[config.mk]
export PLATFORM = sky130hd
export DESIGN_NAME = lru_age_tracker
export DESIGN_NICKNAME = d
export VERILOG_FILES = /design/src/rtl/lru_age_tracker.sv
export SDC_FILE = /design/constraint.sdc
export NUM_CORES = 2
export LEC_CHECK = 0
export ABC_CLOCK_PERIOD_IN_PS = 7000
export CORE_MARGIN = 4
export CORE_UTILIZATION = 40
export CTS_CLUSTER_DIAMETER = 200
export CTS_CLUSTER_SIZE = 20
export DETAILED_ROUTE_END_ITERATION = 7
export GPL_ROUTABILITY_DRIVEN = 1
export PLACE_DENSITY = 0.51
export SLEW_MARGIN = 40
export SYNTH_ARGS = -nofsm -noshare
export SYNTH_HDL_FRONTEND = slang
export SYNTH_SLANG_ARGS = --single-unit
[constraint.sdc]
create_clock -name clk_in -period 7 [get_ports clk_in]
set_input_delay 0.7 -clock clk_in [delete_from_list [all_inputs] [get_ports clk_in]]
set_output_delay 0.7 -clock clk_in [all_outputs]
set_load 0.03 [all_outputs]
[src/rtl/lru_age_tracker.sv]
// -----------------------------------------------------------------------------
// lru_age_tracker
//   Keeps per-set, per-way LRU ages for the cache and serves them, flattened,
//   to the max-age victim selector. Each set's ages always form a permutation
//   of 0..NUM_WAY-1. Age NUM_WAY-1 marks the LRU way and age 0 the MRU way.
//   After reset, or after a flush, the INIT sweep writes age[i] = i into every
//   set. It takes one set per cycle. Accesses are held off during the sweep.
//
// Ports
//   clk_in               clock
//   reset_n_in           async active-low reset
//   flush_in             pulse: re-run the INIT sweep over all sets
//   access_valid_in      touch/invalidate request
//   access_ready_out     request accepted when valid & ready (high in IDLE)
//   access_set_in        target set
//   access_way_in        target way
//   access_invalidate_in 1: make way LRU, 0: make way MRU
//   read_valid_in        age read request
//   read_set_in          set to read
//   read_valid_out       way_flatted_out carries a fresh read this cycle
//   way_flatted_out      ages, way i at [i*W +: W]; holds when no read returns
//   index_error_out      sticky out-of-range access flag (checked build only)
//
// Configuration
//   LRU_AGE_TRACKER_CHECK_EN  defined: adds index_error_out. Out-of-range
//                             accesses are dropped in both builds.
//
// FSM states
//   state   | meaning
//   ST_INIT | sweep writing age[i]=i into set r_init_ptr, access not ready
//   ST_IDLE | accepting accesses and reads
// -----------------------------------------------------------------------------
module lru_age_tracker #(
    parameter int NUM_WAY                  = 16,
    parameter int NUM_SET                  = 16,
    parameter int SINGLE_WAY_WIDTH_IN_BITS = 4,
    parameter int WAY_PTR_WIDTH_IN_BITS    = $clog2(NUM_WAY),
    parameter int SET_PTR_WIDTH_IN_BITS    = $clog2(NUM_SET)
) (
    input  logic                                        clk_in,
    input  logic                                        reset_n_in,
    input  logic                                        flush_in,
    input  logic                                        access_valid_in,
    output logic                                        access_ready_out,
    input  logic [SET_PTR_WIDTH_IN_BITS-1:0]            access_set_in,
    input  logic [WAY_PTR_WIDTH_IN_BITS-1:0]            access_way_in,
    input  logic                                        access_invalidate_in,
    input  logic                                        read_valid_in,
    input  logic [SET_PTR_WIDTH_IN_BITS-1:0]            read_set_in,
    output logic                                        read_valid_out,
    output logic [SINGLE_WAY_WIDTH_IN_BITS*NUM_WAY-1:0] way_flatted_out
`ifdef LRU_AGE_TRACKER_CHECK_EN
    ,
    output logic                                        index_error_out
`endif
);

    localparam int W  = SINGLE_WAY_WIDTH_IN_BITS;
    localparam int WP = WAY_PTR_WIDTH_IN_BITS;
    localparam int SP = SET_PTR_WIDTH_IN_BITS;

    // One extra bit so that the range compare works when NUM_SET or NUM_WAY
    // exactly fills the pointer width.
    localparam logic [WP:0]   WAY_LIMIT = (WP+1)'(NUM_WAY);
    localparam logic [SP:0]   SET_LIMIT = (SP+1)'(NUM_SET);
    localparam logic [SP-1:0] LAST_SET  = SP'(NUM_SET - 1);
    localparam logic [W-1:0]  LRU_AGE   = W'(NUM_WAY - 1);

    typedef enum logic {
        ST_INIT = 1'b0,
        ST_IDLE = 1'b1
    } state_t;

    state_t                 r_state;
    state_t                 w_state_nxt;
    logic [SP-1:0]          r_init_ptr;
    logic [W-1:0]           r_age [NUM_SET][NUM_WAY];
    logic                   r_read_valid;
    logic [W*NUM_WAY-1:0]   r_way_flat;

    logic                   w_access_fire;
    logic                   w_index_ok;
    logic                   w_access_wr;
    logic                   w_read_take;
    logic                   w_init_last;
    logic [SP-1:0]          w_acc_set_idx;
    logic [WP-1:0]          w_acc_way_idx;
    logic [W-1:0]           w_acc_old [NUM_WAY];
    logic [W-1:0]           w_acc_new [NUM_WAY];
    logic [W-1:0]           w_acc_age;
    logic [W*NUM_WAY-1:0]   w_rd_flat;

    // ---------------- FSM: state register ----------------
    always_ff @(posedge clk_in or negedge reset_n_in) begin
        if (!reset_n_in) begin
            r_state <= ST_INIT;
        end else begin
            r_state <= w_state_nxt;
        end
    end

    // ---------------- FSM: next state ----------------
    always_comb begin
        w_state_nxt = r_state;
        case (r_state)
            ST_INIT: begin
                // A flush during the sweep restarts it, so INIT is kept.
                if (!flush_in && w_init_last) begin
                    w_state_nxt = ST_IDLE;
                end
            end
            ST_IDLE: begin
                if (flush_in) begin
                    w_state_nxt = ST_INIT;
                end
            end
            default: w_state_nxt = ST_INIT;
        endcase
    end

    // ---------------- FSM: outputs ----------------
    always_comb begin
        access_ready_out = (r_state == ST_IDLE);
    end

    // ---------------- init sweep pointer ----------------
    assign w_init_last = (r_init_ptr == LAST_SET);

    always_ff @(posedge clk_in or negedge reset_n_in) begin
        if (!reset_n_in) begin
            r_init_ptr <= '0;
        end else if (flush_in || w_init_last) begin
            r_init_ptr <= '0;
        end else if (r_state == ST_INIT) begin
            r_init_ptr <= r_init_ptr + 1'b1;
        end
    end

    // ---------------- access read-modify-write ----------------
    assign w_access_fire = access_valid_in & access_ready_out;
    assign w_index_ok    = ({1'b0, access_way_in} < WAY_LIMIT) &&
                           ({1'b0, access_set_in} < SET_LIMIT);
    assign w_access_wr   = w_access_fire & w_index_ok;

    // Out-of-range requests are never written. Their indices are clamped to 0
    // here so that the lookup below stays inside the array.
    assign w_acc_set_idx = w_index_ok ? access_set_in : '0;
    assign w_acc_way_idx = w_index_ok ? access_way_in : '0;

    always_comb begin
        for (int i = 0; i < NUM_WAY; i++) begin
            w_acc_old[i] = r_age[w_acc_set_idx][i];
        end
    end

    assign w_acc_age = w_acc_old[w_acc_way_idx];

    // Touch: ways younger than the target age by one and the target becomes 0.
    // Invalidate: ways older than the target get younger by one and the target
    // becomes LRU. Both preserve the permutation.
    always_comb begin
        for (int i = 0; i < NUM_WAY; i++) begin
            w_acc_new[i] = w_acc_old[i];
            if (WP'(i) == w_acc_way_idx) begin
                w_acc_new[i] = access_invalidate_in ? LRU_AGE : '0;
            end else if (!access_invalidate_in && (w_acc_old[i] < w_acc_age)) begin
                w_acc_new[i] = w_acc_old[i] + 1'b1;
            end else if (access_invalidate_in && (w_acc_old[i] > w_acc_age)) begin
                w_acc_new[i] = w_acc_old[i] - 1'b1;
            end
        end
    end

    // Age storage has no reset. The INIT sweep writes it before any use.
    always_ff @(posedge clk_in) begin
        if (r_state == ST_INIT) begin
            for (int i = 0; i < NUM_WAY; i++) begin
                r_age[r_init_ptr][i] <= W'(i);
            end
        end else if (w_access_wr) begin
            for (int i = 0; i < NUM_WAY; i++) begin
                r_age[w_acc_set_idx][i] <= w_acc_new[i];
            end
        end
    end

    // ---------------- read path ----------------
    // A read in the flush cycle is dropped, because its data would be
    // overwritten by the sweep that starts next.
    assign w_read_take = read_valid_in & (r_state == ST_IDLE) & ~flush_in;

    // Forward post-update ages when the same set is accessed in this cycle.
    always_comb begin
        w_rd_flat = '0;
        for (int i = 0; i < NUM_WAY; i++) begin
            if (w_access_wr && (access_set_in == read_set_in)) begin
                w_rd_flat[i*W +: W] = w_acc_new[i];
            end else begin
                w_rd_flat[i*W +: W] = r_age[read_set_in][i];
            end
        end
    end

    always_ff @(posedge clk_in or negedge reset_n_in) begin
        if (!reset_n_in) begin
            r_read_valid <= 1'b0;
            r_way_flat   <= '0;
        end else begin
            r_read_valid <= w_read_take;
            if (w_read_take) begin
                r_way_flat <= w_rd_flat;
            end
        end
    end

    assign read_valid_out  = r_read_valid;
    assign way_flatted_out = r_way_flat;

`ifdef LRU_AGE_TRACKER_CHECK_EN
    logic r_index_error;

    // Sticky until reset. A flush does not clear it.
    always_ff @(posedge clk_in or negedge reset_n_in) begin
        if (!reset_n_in) begin
            r_index_error <= 1'b0;
        end else if (w_access_fire && !w_index_ok) begin
            r_index_error <= 1'b1;
        end
    end

    assign index_error_out = r_index_error;
`endif

endmodule
==> impl_results.md <==
- YS warnings: 0
- Syn nets: approximately 3,100
- Utilization after layout: 44.8%
- Worst EP arrival: between 6000 and 7000 ps
- Met3 Wirelength: around 12 mm
- TritonCTS buffer count: 60
- Share of layout cells above drive strength 1: ~31%
- Largest net degree at the start of global routing: 76
- PD cells: 217 nW/µm²
- Fmax: between 0.15 and 0.2 GHz
- Setup TNS: 0 ps
- Placement Rows: around 140
- Primary FF master, synth: edfxtp_1
- Max-cap violations: 0
- GR Overflow Total: 0
- Antenna Nets Post-Route: 0
- First-pass GRT wire length: 257 mm
- DRC Markers: 0
- Drt total wl: ~180 mm
- Final WS setup: between 900 and 1000 ps
- Minimum clock period: around 6000 ps
- Max clock buf depth: 3
- Detailed Route Iter0 Violations: between 3,000 and 4,000
- Port bufs: 83
- Share of the clock period used by the worst path: 86.4%
- CP required: 7440 ps
- Setup repair after global routing missed its margin: no
- Syn avg cell area: approximately 18 µm²
- Distinct cells, synth: 86
- Tot Pwr: between 10 and 15 mW
- DR WL/cell: 36.2 µm
- DRT met1 WL: roughly 77 mm
- Crit. End Element: flop
- Die W: ~380 µm
- Ports: between 80 and 90
- HPWL Detailed: around 110 mm
- Status: completed
- Worst slew pin tran: between 800 and 900 ps
- GRT Util Overall: between 20 and 30%
- Non-Filler Instances: roughly 5,000
- Number of synthesized flops with an enable pin: 1,024
- Final hold violation count: 0
- First-pass detailed-route iteration total: 6
- Slew Viols, Final: 0
- Sequential share of the synthesized area: between 50% and 60%
- Worst VDD drop: roughly 0.19 mV
- CP max FO: 25
- Synthesized flop and latch total: 1,094
- Top layer in use: met5
- DR vias: between 30,000 and 40,000
- Crit path launch type: input port
- Clock skew: 31.5 ps
- Met2 WL post-DR: between 80 and 90 mm
- Post-Synthesis Cell Area: approximately 55,000 µm²
- Sinks on Clock Net: between 1,000 and 1,500
- CTS Hold Buffers Added: 0
- Hold Path Class: in2async
- Via density: between 6 and 7
- Final #Nets: approximately 3,300
- Final Setup Violations: 0
- Clk Tree Root Cell: clkbuf_16
- Die height: between 300 and 400 µm
- Post-CTS Setup Inserts: 0
- CTS tree: yes
- Worst-path clk slew: 90 ps
- Core Box Area: about 140,000 µm²
- DP Cell Count: about 4,900
- Post-cts sizing count: 0
- Dpl ws: 160 ps
- Slew headroom: between 40% and 50%
- Leakage: about 20 nW
- Async SR Flop Fraction: around 6.4%
- Initial core utilization: 40.3%
- Clock Latency Late Sink: approximately 700 ps
- Initial antenna violation count: 4
- Vias in the first global route: 33,800
- Area delta synth->final: 11.1%
- Die Area: 143,000 µm²
- Htree depth: 2
- Post-synthesis cell count: between 3,000 and 4,000
- Routability cong.: between 0.8 and 0.9
- Critical path type: in2reg
==> critical path, cell delays in order <==
cell       delay [ps]
buf_8             160
buf_12            250
buf_12            240
mux4_2            520
mux2i_1           150
mux2_2            320
o22ai_1           130
a221oi_1          390
nand3_1           210
a211oi_4          700
buf_4             240
ha_1              240
nor2b_1           140
o21a_1            160
o21a_1            240
o21ai_0           320
nor3_1             70
a2111oi_0         550
buf_4             230
and2_1            440
==> through the flow <==
stage,cell area [µm²],hold slack [ps]
4_1_cts,60700,30.4
6_report,60800,27.0
2_1_floorplan,54700,404
3_3_place_gp,58700,503
3_5_place_dp,59000,511
5_1_grt,60800,36.5
==> report_power, final <==
part	switching [mW]	leakage [nW]	internal (mW)
clock network	2.15	0.815	1.65
logic	1.25	8.45	0.864
registers	0.0724	10.5	7.18
==> path summary, 6_finish.rpt <==
check	from	end	slack, ps	cells past startpoint
worst max-delay path	access_set_in[0]	r_age[5][44]$_DFFE_PP_	950	20
worst min-delay path	reset_n_in	way_flatted_out[10]$_DFFE_PN0P_	30	1
worst max register to register	r_age[15][25]$_DFFE_PP_	r_age[5][44]$_DFFE_PP_	1050	17
worst min register to register	way_flatted_out[22]$_DFFE_PN0P_	way_flatted_out[22]$_DFFE_PN0P_	530	2
max in group asynchronous	reset_n_in	way_flatted_out[41]$_DFFE_PN0P_	5900	2
min in group clk_in	way_flatted_out[22]$_DFFE_PN0P_	way_flatted_out[22]$_DFFE_PN0P_	530	2
==> registers in the layout, summed over array words and instances, names as in the netlist <==
| register | count |
|---|---|
| r_init_ptr | 4 |
| access_ready_out | 1 |
| r_age | 1024 |
| way_flatted_out | 64 |
| read_valid_out | 1 |
==> cell type report <==
cell class              count  area [µm²]
diodes                      2        5.00
multi-input cells        1651       21200
clock buffers             111        1710
clock inverters             1        8.76
inverters                  55         206
well taps                1781        2230
fillers                 11500       74900
repair buffers            285        2880
flip-flops and latches   1094       32500
==> cell usage in the layout (no fill, tap or decap), types with 10 or more instances in the layout <==
| cell type | netlist | layout |
|---|---|---|
| a32oi_1 | 15 | 15 |
| o21ai_1 | 12 | 11 |
| inv_2 | 15 | 16 |
| buf_12 | 1 | 29 |
| inv_1 | 38 | 37 |
| nand4_1 | 15 | 15 |
| buf_4 | 5 | 160 |
| o31ai_1 | 17 | 12 |
| nor2_1 | 114 | 93 |
| a21oi_1 | 74 | 71 |
| xnor2_1 | 19 | 19 |
| and2_1 | 17 | 15 |
| a31oi_1 | 11 | 11 |
| o21a_1 | 43 | 43 |
| o211ai_1 | 10 | 10 |
| nand3_1 | 15 | 15 |
| edfxtp_1 | 1024 | 1024 |
| xor2_1 | 15 | 15 |
| a41oi_1 | 12 | 12 |
| buf_6 | 25 | 11 |
| mux2i_1 | 19 | 19 |
| nand2_1 | 133 | 131 |
| ha_1 | 97 | 97 |
| clkbuf_16 | 0 | 61 |
| mux4_2 | 606 | 606 |
| a22o_1 | 22 | 22 |
| o22ai_1 | 21 | 20 |
| clkdlybuf4s50_1 | 0 | 73 |
| nor3_1 | 34 | 32 |
| o21ai_0 | 37 | 37 |
| nor2b_1 | 25 | 23 |
| a21o_1 | 19 | 19 |
| a22oi_1 | 83 | 83 |
| nor2_4 | 0 | 16 |
| clkbuf_1 | 106 | 50 |
| nor4_1 | 13 | 13 |
| dfrtp_1 | 70 | 70 |
==> layer usage <==
layer,vias up,GRT usage [%]
met5,-,0
met4,2,6.00
met3,246,3.61
met2,1479,40.6
met1,18300,36.5
li1,13100,-
==> cell families after synthesis <==
kind of cell / Yosys count / synth area share (%)
and+or+nand+nor: 419 / 3.67
muxes: 632 / 25.5
adders and majority gates: 97 / 2.22
AOI/OAI and AO/OA: 469 / 6.41
xor gates and xnor gates: 34 / 0.545
buffers and inverters: 258 / 2.25
DFF: 1094 / 59.4
==> Yosys cell counts (all sizes together), types with 43 or more instances <==
| library cell | count | area [µm²] |
|---|---|---|
| nand2 | 134 | 505 |
| o21a | 43 | 323 |
| a21oi | 74 | 370 |
| buf | 97 | 628 |
| o21ai | 49 | 245 |
| nor2 | 115 | 434 |
| mux4 | 606 | 13600 |
| edfxtp | 1024 | 30700 |
| clkbuf | 106 | 398 |
| ha | 97 | 1210 |
| dfrtp | 70 | 1750 |
| inv | 53 | 199 |
| a22oi | 85 | 648 |
No activity file was read; power rests on OpenSTA's default activity.
